==> src/rtl/mpc_rob.sv <==
// mpc_rob: per-channel reorder buffer releasing out-of-order bank fills in allocation order
module mpc_rob #(
  parameter int NumChannels = 4,
  parameter int RobSize = 8,
  parameter int DataWidth = 128,
  localparam int RobWidth = $clog2(RobSize),
  localparam int ChanWidth = NumChannels > 1 ? $clog2(NumChannels) : 1
) (
  input  logic                             clk_i,
  input  logic                             rst_i,
  input  logic [NumChannels-1:0]           alloc_valid_i,
  output logic [NumChannels-1:0]           alloc_ready_o,
  output logic [NumChannels*RobWidth-1:0]  alloc_id_o,
  input  logic                             fill_valid_i,
  input  logic [ChanWidth-1:0]             fill_channel_i,
  input  logic [RobWidth-1:0]              fill_id_i,
  input  logic [DataWidth-1:0]             fill_data_i,
  output logic [NumChannels-1:0]           rsp_valid_o,
  input  logic [NumChannels-1:0]           rsp_ready_i,
  output logic [NumChannels*DataWidth-1:0] rsp_data_o,
  output logic                             err_o
);
  logic [NumChannels-1:0] w_fill_ok;
  logic r_err;
  for (genvar c = 0; c < NumChannels; c++) begin : g_ch
    logic [RobWidth:0] r_head, r_tail;
    logic [RobSize-1:0] r_alloc, r_filled;
    logic [DataWidth-1:0] r_data [RobSize];
    logic [RobWidth-1:0] w_h, w_t;
    logic w_full, w_push, w_pop;
    assign w_h = r_head[RobWidth-1:0];
    assign w_t = r_tail[RobWidth-1:0];
    assign w_full = (w_h == w_t) && (r_head[RobWidth] != r_tail[RobWidth]);
    assign w_push = alloc_valid_i[c] && !w_full;
    assign w_pop = rsp_valid_o[c] && rsp_ready_i[c];
    assign alloc_ready_o[c] = !w_full;
    assign alloc_id_o[c*RobWidth +: RobWidth] = w_t;
    assign rsp_valid_o[c] = r_alloc[w_h] && r_filled[w_h];
    assign rsp_data_o[c*DataWidth +: DataWidth] = r_data[w_h];
    // only an allocated, still-empty entry may accept a fill
    assign w_fill_ok[c] = fill_valid_i && (fill_channel_i == ChanWidth'(c)) &&
                          r_alloc[fill_id_i] && !r_filled[fill_id_i];
    always_ff @(posedge clk_i) begin
      if (rst_i) begin
        r_head <= '0;
        r_tail <= '0;
        r_alloc <= '0;
        r_filled <= '0;
      end else begin
        if (w_push) begin
          r_alloc[w_t] <= 1'b1;
          r_filled[w_t] <= 1'b0;
          r_tail <= r_tail + (RobWidth+1)'(1);
        end
        if (w_fill_ok[c]) r_filled[fill_id_i] <= 1'b1;
        if (w_pop) begin
          r_alloc[w_h] <= 1'b0;
          r_filled[w_h] <= 1'b0;
          r_head <= r_head + (RobWidth+1)'(1);
        end
      end
    end
    always_ff @(posedge clk_i) if (w_fill_ok[c]) r_data[fill_id_i] <= fill_data_i;
  end
  always_ff @(posedge clk_i) r_err <= rst_i ? 1'b0 : (r_err || (fill_valid_i && !(|w_fill_ok)));
  assign err_o = r_err;
endmodule

==> config.mk <==
export PLATFORM = sky130hd
export DESIGN_NAME = mpc_rob
export DESIGN_NICKNAME = d
export VERILOG_FILES = /design/src/rtl/mpc_rob.sv
export SDC_FILE = /design/constraint.sdc
export NUM_CORES = 2
export LEC_CHECK = 0
export ABC_AREA = 1
export ABC_CLOCK_PERIOD_IN_PS = 10250
export BUFFER_PORTS_ARGS = -buffer_cell sky130_fd_sc_hd__clkbuf_2
export CAP_MARGIN = 15
export CORE_UTILIZATION = 45
export CTS_BUF_LIST = sky130_fd_sc_hd__clkbuf_4 sky130_fd_sc_hd__clkbuf_8
export CTS_CLUSTER_DIAMETER = 60
export DETAILED_ROUTE_END_ITERATION = 16
export GPL_TIMING_DRIVEN = 0
export HOLD_SLACK_MARGIN = 0.15
export PLACE_DENSITY = 0.62
export SYNTH_ARGS = -nofsm -noshare
export SYNTH_HDL_FRONTEND = slang
export SYNTH_SLANG_ARGS = --single-unit
==> constraint.sdc <==
create_clock -name clk_i -period 10.25 [get_ports clk_i]
set_input_delay 2.05 -clock clk_i [delete_from_list [all_inputs] [get_ports clk_i]]
set_output_delay 2.05 -clock clk_i [all_outputs]
set_load 0.005 [all_outputs]
### Word-level counts from Yosys, hierarchy flattened

Memories as Yosys holds them, arrays and structs flattened. A register that Yosys moved wholly into a read port is not among the register bits.
Index checks and enable logic that the tools add are counted.

* add/sub/neg operators: 8
* $lt $le $gt $ge: 18
* eq/ne operators: 11
* muxes and demuxes: 98
* bitwise operators: 28
* reduce and logical (&&, ||, !) cells: 50

Operators with widths (number)
* $mux 8: 32
* $and 8x8->8: 12
* $not 8->8: 8
* $or 8x8->8: 8
* $bmux 1 s3: 16
* $logic_and 1x1->1: 38
* $lt 3x4->1 const B: 9
* $mux 1: 33
* $add 4x1->4 const B: 8
* $demux 1 s3: 9
* $ge 3x1->1 const B: 9
* $mux 3: 8
* $eq 3x3->1: 4
* $logic_not 1->1: 9
* $eq 2x2->1 const B: 2
* $ne 1x1->1: 4
* $reduce_or 4->1: 1
* $eq 2x1->1 const B: 1
* $logic_not 2->1: 1
* $logic_or 1x1->1: 1

* register bits: 97
* RAM bits: 4096
* bits of input ports: 144
* output and inout port bits: 533
* memories kept: 4

Memories
* g_ch[0].r_data: depth 8, bits a word 128, rd ports 1, clocked after Yosys merged registers in 1, write ports 1, RTL line 28 `logic [DataWidth-1:0] r_data [RobSize];`
* g_ch[1].r_data: depth 8, bits a word 128, rd ports 1, clocked after Yosys merged registers in 1, write ports 1, RTL line 28
* g_ch[2].r_data: depth 8, bits a word 128, rd ports 1, clocked after Yosys merged registers in 1, write ports 1, RTL line 28
* g_ch[3].r_data: depth 8, bits a word 128, rd ports 1, clocked after Yosys merged registers in 1, write ports 1, RTL line 28

### Longest topological paths before layout

* word-level depth: 13
* depth in mapped cells: 15
* mapped depth without buffers: 13

### Worst setup path before layout

OpenSTA, ideal clock, no wires.

* path kind: input port to flip-flop
* from: input fill_id_i[2]
* to: memory g_ch[0].r_data[0][0], enable pin
* library setup time: 0.619 ns
* arrival time: 8.351 ns
* required time: 9.631 ns
* setup slack: 1.280 ns
* cell stages on the path: 10
* buffers on the path: 3
* path through: buf_4 buf_2 nand4_1 nand2_1 nor2_1 nand3_1 nor2_2 inv_2 buf_6 nor2_1

* cells in the longest elaborated chain, start to end: 6

Ends and longest elaborated chain
* start, declared: RTL line 16 `input logic [RobWidth-1:0] fill_id_i,`
* $bmux 1 s3: RTL line 42 `r_alloc[fill_id_i] && !r_filled[fill_id_i];`
* $mux 1 (implied by the code): RTL line 42
* $logic_and 1x1->1 / $logic_not 1->1 (equally long branches): RTL line 41, 42
* $logic_and 1x1->1: RTL line 42
* $mux 1: RTL line 63 `always_ff @(posedge clk_i) if (w_fill_ok[c]) r_data[fill_id_i] <= fill_data_i;`
* $mux 1 (implied by the code): RTL line 63
* end, declared: RTL line 28

Several ways; a longest one is shown, not always the timed one. The select of a mux whose other input is x is not followed.

==> flow_summary.rst <==
.. list-table::
   :header-rows: 1

   * - Metric
     - Value
   * - Dominant register cell in the synthesized netlist
     - edfxtp_1
   * - Number of global-route vias before repair
     - 103657
   * - Max Clock Freq
     - 127 MHz
   * - Root Buffer
     - clkbuf_8
   * - Clk_lat worst skew
     - 1250 ps
   * - Register bit total from synthesis
     - 4205
   * - Placed instance count
     - 18169
   * - # rows
     - 220
   * - Critical Path Max Stage Delay
     - 850 ps
   * - CP Data Arrival Time
     - 5820 ps
   * - Hold Buf Count CTS
     - 0
   * - Worst setup SP type
     - flip-flop
   * - Power share of the clock group
     - 0.423
   * - Crit Path Category
     - flip-flop to output pin
   * - TritonCTS Buffers
     - 678
   * - Status
     - completed
   * - Number of instances in the synthesized netlist
     - 12567
   * - DR vias/cell
     - 5.62
   * - Count of distinct cell types in the synthesized netlist
     - 33
   * - Tightest Pin Transition
     - 1310 ps
   * - Remaining number of nets flagged by the antenna check after routing
     - 0
   * - CP required
     - 8200 ps
   * - Share of synthesized area occupied by flip-flops and latches
     - 0.768
   * - Static leakage power
     - 63.7 nW
   * - Die W
     - 604 um
   * - Largest net degree at the start of global routing
     - 74
   * - Drt total wl
     - 517000 um
   * - Effective utilization at floorplan
     - 0.453
   * - Number of flops mapped to enable cells by yosys
     - 4096
   * - Leftover overflow at the end of global routing
     - 0
   * - Internal power
     - 26.4 mW
   * - CTS tree
     - done
   * - Detailed-route via count
     - 109140
   * - Kind of capture point of the worst setup path
     - output pin
   * - Height of the die
     - 604 um
   * - Share of synthesized registers carrying an async set or reset
     - 0
   * - Post-layout nets
     - 14228
   * - Area of the core
     - 0.360 mm2
   * - Clock transition time at the flip-flop clock pins of the worst setup and hold paths
     - 50 ps
   * - Fin crit period
     - 7870 ps
   * - Most numerous cell types in the synthesized netlist
     - edfxtp_1, nor2_1, o21ai_0
   * - Top cell by count, worst path
     - buf_2
   * - Violation count after the first detailed-routing iteration
     - 12669
   * - Top cells by area in the synthesized netlist
     - edfxtp_1, nor2_1, o21ai_0
   * - Average footprint of a synthesized cell
     - 13.0 um2
   * - Number of hold-slack violations in the final timing report
     - 0
   * - Sinks on the clock net
     - 4205
   * - Max-slew violations
     - 0
   * - Number of warnings reported in the yosys synthesis log
     - 0
   * - Period Utilization, post-route
     - 0.768
   * - Routed wire per std cell
     - 26.7 um
   * - Dominant cell by count in the synthesized netlist
     - edfxtp_1
   * - Logic gate share of total power
     - 0.012
   * - Total setup violations reported at the end of the flow
     - 0
   * - Depth of the worst register-to-register path
     - 11
   * - Pwr Density
     - 177 mW/mm2
   * - Post-Place Setup Slack
     - 3690 ps
   * - Buffers plus inverters on the worst setup path
     - 6
   * - Launching point of the worst reg2reg path
     - g_ch[1].r_filled[5]
   * - Post-route setup slack
     - 2380 ps
   * - Post-cts sizing count
     - 0
   * - Number of detailed-routing iterations run before antenna repair
     - 6
   * - Detailed placement HPWL
     - 358000 um
   * - CP Depth
     - 10
   * - List of cells traversed by the critical path
     - buf_2 -> inv_2 -> buf_4 -> buf_2 -> clkbuf_1 -> o21ai_0 -> o22ai_1 -> nor2_1 -> a31oi_1 -> clkbuf_2
   * - Clock H-tree levels
     - 6
   * - Number of nets produced by synthesis
     - 12719
   * - Post-route setup TNS
     - 0 ps
   * - Largest area contributor in the netlist
     - edfxtp_1
   * - Maximum buffer depth of the clock tree
     - 4
   * - Worst voltage drop across the vdd grid
     - 144 uV
   * - Worst r2r dst
     - g_ch[1].r_data[4][87]
   * - Worst Clk Skew
     - 59.6 ps
   * - Setup repair after global routing missed its margin
     - no
   * - Yosys top cell area share
     - 0.755
   * - Max cap viols
     - 0
   * - Slowest cell on the critical path
     - a31oi_1
   * - Number of top-level pins
     - 677
   * - Buffers on Ports
     - 672
   * - Class of the worst hold path
     - flip-flop to flip-flop
   * - Top cell family by delay on the critical path
     - buffers and inverters
   * - Share of cells above drive strength 1
     - 0.150
   * - Capture point of the critical path
     - rsp_data_o[343]
   * - Synthesis-to-layout area growth
     - 15.9%
   * - Final std cells w/o fill
     - 19407
   * - P_sw
     - 7.08 mW
   * - Setup bufs post-CTS
     - 0
   * - Drc violations
     - 0
   * - Slack of the worst reg-to-reg path
     - 7140 ps
   * - Count of cells along the worst hold path
     - 2
   * - Synthesized cell area
     - 0.163 mm2
   * - Total GRT Usage
     - 0.277
   * - CP max FO
     - 11
   * - Normalized max-slew margin
     - 0.124
   * - Part of the power in registers
     - 0.565
   * - Proportion of total power due to net switching
     - 0.212
   * - Die footprint
     - 0.364 mm2
   * - Wire length of the first global-routing pass
     - 727000 um
   * - Antenna violations before repair
     - 59
   * - Routability congestion estimate from global placement
     - 0.869
[final cells by class]
cell class | instances | area (um2)
antenna | 55 | 138
buffer | 845 | 3620
clock buffer | 921 | 11200
clock inverter | 262 | 1750
fill | 30571 | 171000
inverter | 176 | 743
multi-input combinational | 7341 | 33600
sequential | 4205 | 125000
tap | 4773 | 5970
timing repair buffer | 829 | 6600
[state kept, by name (all words and copies together), names as in the netlist, named ones only]
register       cells
err_o              1
g_ch.r_alloc      32
g_ch.r_data     4096
g_ch.r_filled     32
g_ch.r_head       16
g_ch.r_tail       16
[power groups by stage]
stage / Clock, mW / Combinational (mW) / Sequential, mW
global route: 15.0 / 0.442 / 18.9
finish: 14.2 / 0.411 / 18.9
CTS: 14.3 / 0.407 / 18.9
global placement: 0 / 0.391 / 19.3
detailed placement: 0 / 0.406 / 19.3
floorplan: 0 / 0.0784 / 19.2
[placed cells by master, fill, tap and decap left out, types with 10 or more instances in the layout]
| cell | instances |
|---|---|
| o21bai_1 | 13 |
| nand2_1 | 225 |
| buf_2 | 205 |
| inv_1 | 150 |
| xnor2_1 | 14 |
| buf_1 | 27 |
| nand3_1 | 58 |
| buf_6 | 10 |
| dfxtp_1 | 109 |
| o21ai_0 | 2111 |
| o22ai_1 | 512 |
| clkinv_2 | 35 |
| clkbuf_8 | 688 |
| clkbuf_4 | 234 |
| nand4_1 | 28 |
| buf_12 | 120 |
| a31oi_1 | 513 |
| edfxtp_1 | 4096 |
| nor2_2 | 10 |
| diode_2 | 55 |
| buf_16 | 26 |
| o21ai_1 | 35 |
| nor2_1 | 3690 |
| inv_2 | 13 |
| nor2_4 | 26 |
| o211ai_1 | 22 |
| clkbuf_2 | 703 |
| inv_8 | 24 |
| a21oi_1 | 48 |
| clkinvlp_4 | 10 |
| bufinv_16 | 13 |
| clkbuf_1 | 547 |
| clkinv_1 | 163 |
| inv_6 | 17 |
| buf_4 | 32 |
[worst min-delay path by stage]
stage / slack, ps / to / from
global route: 480 / err_o / err_o
detailed placement: 460 / err_o / err_o
global placement: 440 / err_o / err_o
CTS: 460 / err_o / err_o
floorplan: 430 / g_ch[2].r_alloc[7] / g_ch[2].r_alloc[7]
finish: 470 / err_o / err_o
[cell families (layout without fill, tap and decap cells)]
kind of cell / Yosys count / count (layout) / share of synthesized area
buf+inv: 1021 / 3033 / 0.0261
flops: 4205 / 4205 / 0.768
other cells: 0 / 55 / 0
simple gates: 4058 / 4058 / 0.0955
fa+ha+maj: 8 / 8 / 0.000614
compound gates: 3256 / 3256 / 0.108
xor+xnor: 19 / 19 / 0.00102
[per-layer routing]
layer  part of all wire  vias to the layer above  track usage
li1                   -                    49080            -
met1               0.39                    53807        0.366
met2               0.47                     5291        0.439
met3              0.089                      954       0.0451
met4              0.058                        8        0.153
met5           0.000093                        -            0
[worst min-delay path: cells and delay by family, from the launching register on]
| kind | cells | cell delay (ps) |
|---|---|---|
| compound gates | 1 | 50 |
| buf+inv | 1 | 50 |
| flops | 1 | 310 |
[metrics by stage]
| step | area [um2] | hold slack [ps] | utilization | total power, mW |
|---|---|---|---|---|
| after floorplan | 163000 | 433 | - | 19.3 |
| after global placement | 172000 | 443 | 0.479 | 19.6 |
| after detailed placement | 176000 | 456 | 0.488 | 19.7 |
| after CTS | 189000 | 464 | 0.525 | 33.6 |
| after global routing | 189000 | 478 | 0.525 | 34.3 |
| final | 189000 | 466 | 0.525 | 33.5 |
Power figures use the tool's default switching activity.
